`src/rtl/alu_pkg.sv`:
```
// Shared definitions for the ALU arbiter: control codes, state encoding
// and the legal-op check used when ALU_OPCHECK_EN is defined.
package alu_pkg;

   localparam logic [2:0] ALU_AND = 3'b000;
   localparam logic [2:0] ALU_OR  = 3'b001;
   localparam logic [2:0] ALU_ADD = 3'b010;
   localparam logic [2:0] ALU_SUB = 3'b110;
   localparam logic [2:0] ALU_SLT = 3'b111;

   typedef enum logic [1:0] {
      ST_IDLE = 2'b00,
      ST_EXEC = 2'b01,
      ST_RESP = 2'b10
   } arb_state_t;

   function automatic logic alu_op_legal(input logic [2:0] ctrl);
      return (ctrl == ALU_AND) || (ctrl == ALU_OR) || (ctrl == ALU_ADD) ||
             (ctrl == ALU_SUB) || (ctrl == ALU_SLT);
   endfunction

endpackage

```
`src/rtl/rr_pick2.sv`:
```
// Two-way round-robin picker. A lone valid requester always wins; when both
// are valid the pointer decides. Output is one-hot (or zero when idle).
module rr_pick2 (
   input  logic [1:0] i_valid,
   input  logic       i_ptr,
   output logic [1:0] o_grant
);

   // Pointer only matters on contention.
   always_comb begin
      o_grant = i_valid;
      if (i_valid == 2'b11) begin
         o_grant = i_ptr ? 2'b10 : 2'b01;
      end
   end

endmodule

```
`src/rtl/alu_arbiter.sv`:
```
// Arbitrates the single execute-stage ALU between the main execute path (r0)
// and the branch/compare helper (r1). One op in flight at a time:
// IDLE -> EXEC -> RESP. Optional macro ALU_OPCHECK_EN adds rsp_err and
// short-circuits illegal control codes straight to RESP.
//
//   state | meaning
//   IDLE  | accepting a request, alu_* registers held
//   EXEC  | ALU evaluating registered operands, result captured at edge
//   RESP  | response held for owner until its rsp_ready
module alu_arbiter
   import alu_pkg::*;
#(
   parameter int WIDTH  = 32,
   parameter int CTRL_W = 3
) (
   input  logic              clk,
   input  logic              rst,
   input  logic              r0_valid,
   output logic              r0_ready,
   input  logic [WIDTH-1:0]  r0_a,
   input  logic [WIDTH-1:0]  r0_b,
   input  logic [CTRL_W-1:0] r0_control,
   output logic              r0_rsp_valid,
   input  logic              r0_rsp_ready,
   input  logic              r1_valid,
   output logic              r1_ready,
   input  logic [WIDTH-1:0]  r1_a,
   input  logic [WIDTH-1:0]  r1_b,
   input  logic [CTRL_W-1:0] r1_control,
   output logic              r1_rsp_valid,
   input  logic              r1_rsp_ready,
   output logic [WIDTH-1:0]  rsp_result,
   output logic              rsp_zero,
   output logic [WIDTH-1:0]  alu_a,
   output logic [WIDTH-1:0]  alu_b,
   output logic [CTRL_W-1:0] alu_control,
   input  logic [WIDTH-1:0]  alu_result,
   input  logic              alu_zero
`ifdef ALU_OPCHECK_EN
   ,
   output logic              rsp_err
`endif
);

   arb_state_t        r_state;
   logic              r_ptr;
   logic              r_owner;
   logic [1:0]        r_rsp_valid;
   logic [WIDTH-1:0]  r_rsp_result;
   logic              r_rsp_zero;
   logic [WIDTH-1:0]  r_alu_a;
   logic [WIDTH-1:0]  r_alu_b;
   logic [CTRL_W-1:0] r_alu_control;

   logic [1:0]        w_grant;
   logic              w_idle;
   logic              w_hs;
   logic              w_winner;
   logic [WIDTH-1:0]  w_a;
   logic [WIDTH-1:0]  w_b;
   logic [CTRL_W-1:0] w_ctrl;
   logic [1:0]        w_rsp_ready;

   rr_pick2 u_pick (
      .i_valid (({r1_valid, r0_valid})),
      .i_ptr   (r_ptr),
      .o_grant (w_grant)
   );

   assign w_idle      = (r_state == ST_IDLE);
   assign r0_ready    = w_idle & w_grant[0];
   assign r1_ready    = w_idle & w_grant[1];
   assign w_hs        = r0_ready | r1_ready;
   assign w_winner    = w_grant[1];
   assign w_a         = w_winner ? r1_a       : r0_a;
   assign w_b         = w_winner ? r1_b       : r0_b;
   assign w_ctrl      = w_winner ? r1_control : r0_control;
   assign w_rsp_ready = {r1_rsp_ready, r0_rsp_ready};

   assign r0_rsp_valid = r_rsp_valid[0];
   assign r1_rsp_valid = r_rsp_valid[1];
   assign rsp_result   = r_rsp_result;
   assign rsp_zero     = r_rsp_zero;
   assign alu_a        = r_alu_a;
   assign alu_b        = r_alu_b;
   assign alu_control  = r_alu_control;

`ifdef ALU_OPCHECK_EN
   logic r_rsp_err;
   assign rsp_err = r_rsp_err;
`endif

   // Arbiter FSM with registered operand, response and pointer state.
   always_ff @(posedge clk) begin
      if (rst) begin
         r_state       <= ST_IDLE;
         r_ptr         <= 1'b0;
         r_owner       <= 1'b0;
         r_rsp_valid   <= 2'b00;
         r_rsp_result  <= '0;
         r_rsp_zero    <= 1'b0;
         r_alu_a       <= '0;
         r_alu_b       <= '0;
         r_alu_control <= CTRL_W'(ALU_ADD);
`ifdef ALU_OPCHECK_EN
         r_rsp_err     <= 1'b0;
`endif
      end else begin
         case (r_state)
            ST_IDLE: begin
               if (w_hs) begin
                  r_owner <= w_winner;
`ifdef ALU_OPCHECK_EN
                  if (!alu_op_legal(w_ctrl)) begin
                     // Illegal op never reaches the ALU; answer with an error.
                     r_rsp_result <= '0;
                     r_rsp_zero   <= 1'b0;
                     r_rsp_err    <= 1'b1;
                     r_rsp_valid  <= w_winner ? 2'b10 : 2'b01;
                     r_state      <= ST_RESP;
                  end else begin
                     r_alu_a       <= w_a;
                     r_alu_b       <= w_b;
                     r_alu_control <= w_ctrl;
                     r_rsp_err     <= 1'b0;
                     r_state       <= ST_EXEC;
                  end
`else
                  r_alu_a       <= w_a;
                  r_alu_b       <= w_b;
                  r_alu_control <= w_ctrl;
                  r_state       <= ST_EXEC;
`endif
               end
            end
            ST_EXEC: begin
               r_rsp_result <= alu_result;
               r_rsp_zero   <= alu_zero;
               r_rsp_valid  <= r_owner ? 2'b10 : 2'b01;
               r_state      <= ST_RESP;
            end
            ST_RESP: begin
               if (w_rsp_ready[r_owner]) begin
                  r_rsp_valid <= 2'b00;
                  r_ptr       <= ~r_owner;
                  r_state     <= ST_IDLE;
               end
            end
            default: begin
               r_rsp_valid <= 2'b00;
               r_state     <= ST_IDLE;
            end
         endcase
      end
   end

endmodule

```
`config.mk`:
```
export PLATFORM = sky130hd
export DESIGN_NAME = alu_arbiter
export DESIGN_NICKNAME = d
export VERILOG_FILES = /design/src/rtl/alu_pkg.sv /design/src/rtl/rr_pick2.sv /design/src/rtl/alu_arbiter.sv
export SDC_FILE = /design/constraint.sdc
export NUM_CORES = 1
export LEC_CHECK = 0
export BUFFER_PORTS_ARGS = -buffer_cell sky130_fd_sc_hd__buf_2
export CORE_AREA = 2 2 107 109
export CTS_BUF_LIST = sky130_fd_sc_hd__clkbuf_8 sky130_fd_sc_hd__clkbuf_16
export DETAILED_ROUTE_END_ITERATION = 10
export DIE_AREA = 0 0 109 111
export PLACE_DENSITY = 0.75
export SLEW_MARGIN = 20
export SYNTH_ARGS = -nofsm -noshare
export SYNTH_HDL_FRONTEND = slang
export SYNTH_SLANG_ARGS = --single-unit
```
`constraint.sdc`:
```
create_clock -name clk -period 1.9 [get_ports clk]
set_clock_uncertainty 0.15 [all_clocks]
set_input_delay 0 -clock clk [delete_from_list [all_inputs] [get_ports clk]]
set_output_delay 0 -clock clk [all_outputs]
set_load 0.01 [all_outputs]
```
==> flow_summary.json <==
{
  "status": "finished, final reports clean",
  "power_density_nw_per_um2": 782,
  "synth_compound_area_frac": 0.191,
  "fill_cells": 734,
  "vias_per_cell": 5.20,
  "rr_endpoint": "r_ptr$_SDFFE_PP0P_",
  "num_rows": 39,
  "regArea_um2": 2120,
  "dieArea_um2": 12100,
  "antenna_left": 0,
  "port_buffers": 276,
  "internal-power_w": 0.00432,
  "hp-class": "in -> reg",
  "hold_depth": 4,
  "yosys_warnings": 0,
  "nets": 1146,
  "clkLatencyLatePin_ns": 0.35,
  "rsz0062_at_grt": "false",
  "path_clk_slew_ns": 0.07,
  "cts.sinks": 106,
  "cp_max_fo": 6,
  "cts_buffer_depth": 2,
  "grt_usage": 0.289,
  "start_util": 0.389,
  "yosys-top-cells-count": "nand2_1, dfxtp_1, nor2_1",
  "final.setup.tns_ns": 0,
  "switchingPower_w": 0.00181,
  "syn_inst": 552,
  "post-dp-hpwl_um": 9240,
  "cp.arrival_ns": 1.89,
  "synth.area.top_cells": "dfxtp_1, nand2_1, a311oi_1",
  "relSlewSlack": 0.780,
  "yosysMostFrequentCell": "nand2_1",
  "dieHeight_um": 111,
  "pre_cts_ws_ns": 0.281,
  "dp_cells": 931,
  "synth-async-reset-ratio": 0,
  "fin_total_pwr_w": 0.00613,
  "worstSetupPathType": "reg -> reg",
  "n_antenna_cell": 0,
  "pwr-share-seq": 0.422,
  "area_delta_synth_final_pct": 82.1,
  "cp-start-kind": "flip-flop",
  "yosysUniqueCellTypes": 25,
  "final_cells": 1121,
  "numCtsBuffers": 9,
  "p_leak_nw": 3.71,
  "place_congestion": 0.776,
  "die_width_um": 109,
  "hold_viol": 0,
  "cts_setup_buffers": 0,
  "p_sw_frac": 0.295,
  "drv_slew": 0,
  "synth_edf_count": 0,
  "clockPowerShare": 0.317,
  "maxCapViolations": 0,
  "timing.final.ws_setup_ns": 0.103,
  "grt_pass1_vias": 5849,
  "min_from": "r1_valid",
  "multi_input_area_um2": 1940,
  "cp-end-kind": "flip-flop",
  "globalRouteOverflowTotal": 0,
  "core_area_um2": 11100,
  "final.min_clock_period_ns": 1.80,
  "rr_startpoint": "r_owner$_SDFFE_PP0P_",
  "synth_flop_cell": "dfxtp_1",
  "setup_viol": 0,
  "post_route_cells_drive_above_1_share": 0.317,
  "drt_iter0_markers": 590,
  "avgSynthCellArea_um2": 7.80,
  "wl_um": 18200,
  "synthAdderAreaFrac": 0,
  "synth_largest_area_cell": "dfxtp_1",
  "ff2ff_path_depth": 4,
  "rrSetupSlack_ns": 0.10,
  "first_pass_iters": 8,
  "htree_levels": 3,
  "grt_pass1_wl_um": 27700,
  "wl_per_cell_um": 16.2,
  "synthMuxAreaShare": 0.00494,
  "vdd_drop_max_mv": 0.480,
  "vias": 5830,
  "fmax_mhz": 556,
  "synth_top_family_by_area": "simple AND/OR/NAND/NOR gates",
  "hold_slack_ns": 0.0211,
  "cp.required_ns": 1.99,
  "grt_max_degree": 73,
  "synth-xor-area-share": 0,
  "syn_nets": 725,
  "whs_endpoint": "alu_control[1]$_SDFFE_PP1P_",
  "cts_tree": "done",
  "ios": 277,
  "tightest_slew_ns": 0.328,
  "yosysSeqAreaShare": 0.493,
  "post-route-period-util": 0.946,
  "yosys.area_share.simple": 0.252,
  "combPwrFrac": 0.261,
  "ys_ff_latch": 106,
  "root_buffer": "clkbuf_16",
  "antenna_found_initial": 0,
  "synth_area_um2": 4310,
  "drc": 0,
  "synth_top_area_frac": 0.493
}
## layout make-up
cell class                 instances  share of cell area
tap                              143              0.0228
multi-input combinational        396               0.248
clock inverter                     5             0.00670
inverter                           1            0.000479
sequential                       106               0.271
clock buffer                      11              0.0322
timing repair buffer             459               0.419
## critical path: stages (launching register included)
cell,delay (ns)
dfxtp_2,0.40
mux2_2,0.37
a21oi_1,0.12
a311oi_1,0.06
dlygate4sd3_1,0.58
## flip-flops by register name, summed over array words and instances (netlist names)
| name | cells |
|---|---|
| alu_a | 32 |
| alu_b | 32 |
| rsp_zero | 1 |
| r_rsp_valid | 2 |
| r_state | 2 |
| rsp_result | 32 |
| r_owner | 1 |
| r_ptr | 1 |
| alu_control | 3 |
## cells in the final DEF, fill, tap and decap left out
cell,Yosys,final
a21oi_1,37,37
clkbuf_8,0,2
dfxtp_2,0,2
and2_1,2,1
a31oi_1,1,1
o21bai_1,1,1
nor3_1,1,1
buf_6,3,1
nand2_2,0,1
a221oi_1,1,1
mux2_2,1,1
a32oi_1,1,1
o21ai_0,1,1
dlygate4sd3_1,0,174
clkinvlp_4,0,1
nand2_1,202,201
clkinv_2,0,3
buf_4,5,2
buf_12,0,7
dfxtp_1,106,104
nor2_1,72,71
nor2b_2,0,1
nand2b_1,4,4
nor2_2,1,2
a22oi_1,1,1
clkbuf_16,0,9
buf_2,22,275
o21a_4,0,1
a311oi_1,67,67
mux2i_1,1,1
and2_2,0,1
inv_1,1,1
bufinv_16,0,1
## routing by layer
| layer | wire length, um | vias to the layer above | global-route usage |
|---|---|---|---|
| met5 | 0 | - | 0 |
| met4 | 1200 | 0 | 0.228 |
| met3 | 1560 | 115 | 0.0841 |
| met2 | 8700 | 370 | 0.481 |
| met1 | 6730 | 2623 | 0.298 |
| li1 | - | 2722 | - |
## cell families after synthesis
family | Yosys count
DFF | 106
muxes | 2
buffers and inverters | 50
AOI/OAI and AO/OA | 111
and+or+nand+nor | 283
## repair_timing
item / CTS / global route
hold buffers: 174 / 0
endpoints found under the hold margin: 106 / 0
resized for setup: 0 / 4
endpoints found under the setup margin: 0 / 2
## power by group through the flow
stage | Sequential [W] | Combinational [W] | Clock [W]
floorplan | 0.00273 | 0.000592 | 0
global placement | 0.00262 | 0.00124 | 0
detailed placement | 0.00262 | 0.00125 | 0
CTS | 0.00257 | 0.00153 | 0.00196
global route | 0.00262 | 0.00173 | 0.00204
finish | 0.00259 | 0.00160 | 0.00194
## metrics by stage
step           instance area, um^2  utilization
6_report                      7840        0.708
5_1_grt                       7840        0.708
4_1_cts                       7830        0.707
3_5_place_dp                  5790        0.522
3_3_place_gp                  5790        0.522
2_1_floorplan                 4310            -
## worst max-delay path by stage
| stage | from | cells after the start | end | slack [ns] |
|---|---|---|---|---|
| after floorplan | r_ptr$_SDFFE_PP0P_ | 7 | alu_a[0]$_SDFFE_PP0P_ | 0.45 |
| after global placement | r_state[1]$_SDFFE_PP0P_ | 5 | alu_b[30]$_SDFFE_PP0P_ | 0.34 |
| after detailed placement | r_ptr$_SDFFE_PP0P_ | 5 | alu_a[9]$_SDFFE_PP0P_ | 0.28 |
| after CTS | r_state[1]$_SDFFE_PP0P_ | 4 | r_state[1]$_SDFFE_PP0P_ | 0.06 |
| after global routing | r_owner$_SDFFE_PP0P_ | 4 | r_ptr$_SDFFE_PP0P_ | 0.03 |
| final | r_owner$_SDFFE_PP0P_ | 4 | r_ptr$_SDFFE_PP0P_ | 0.10 |
Note: power is estimated with default switching activity, not from simulation.
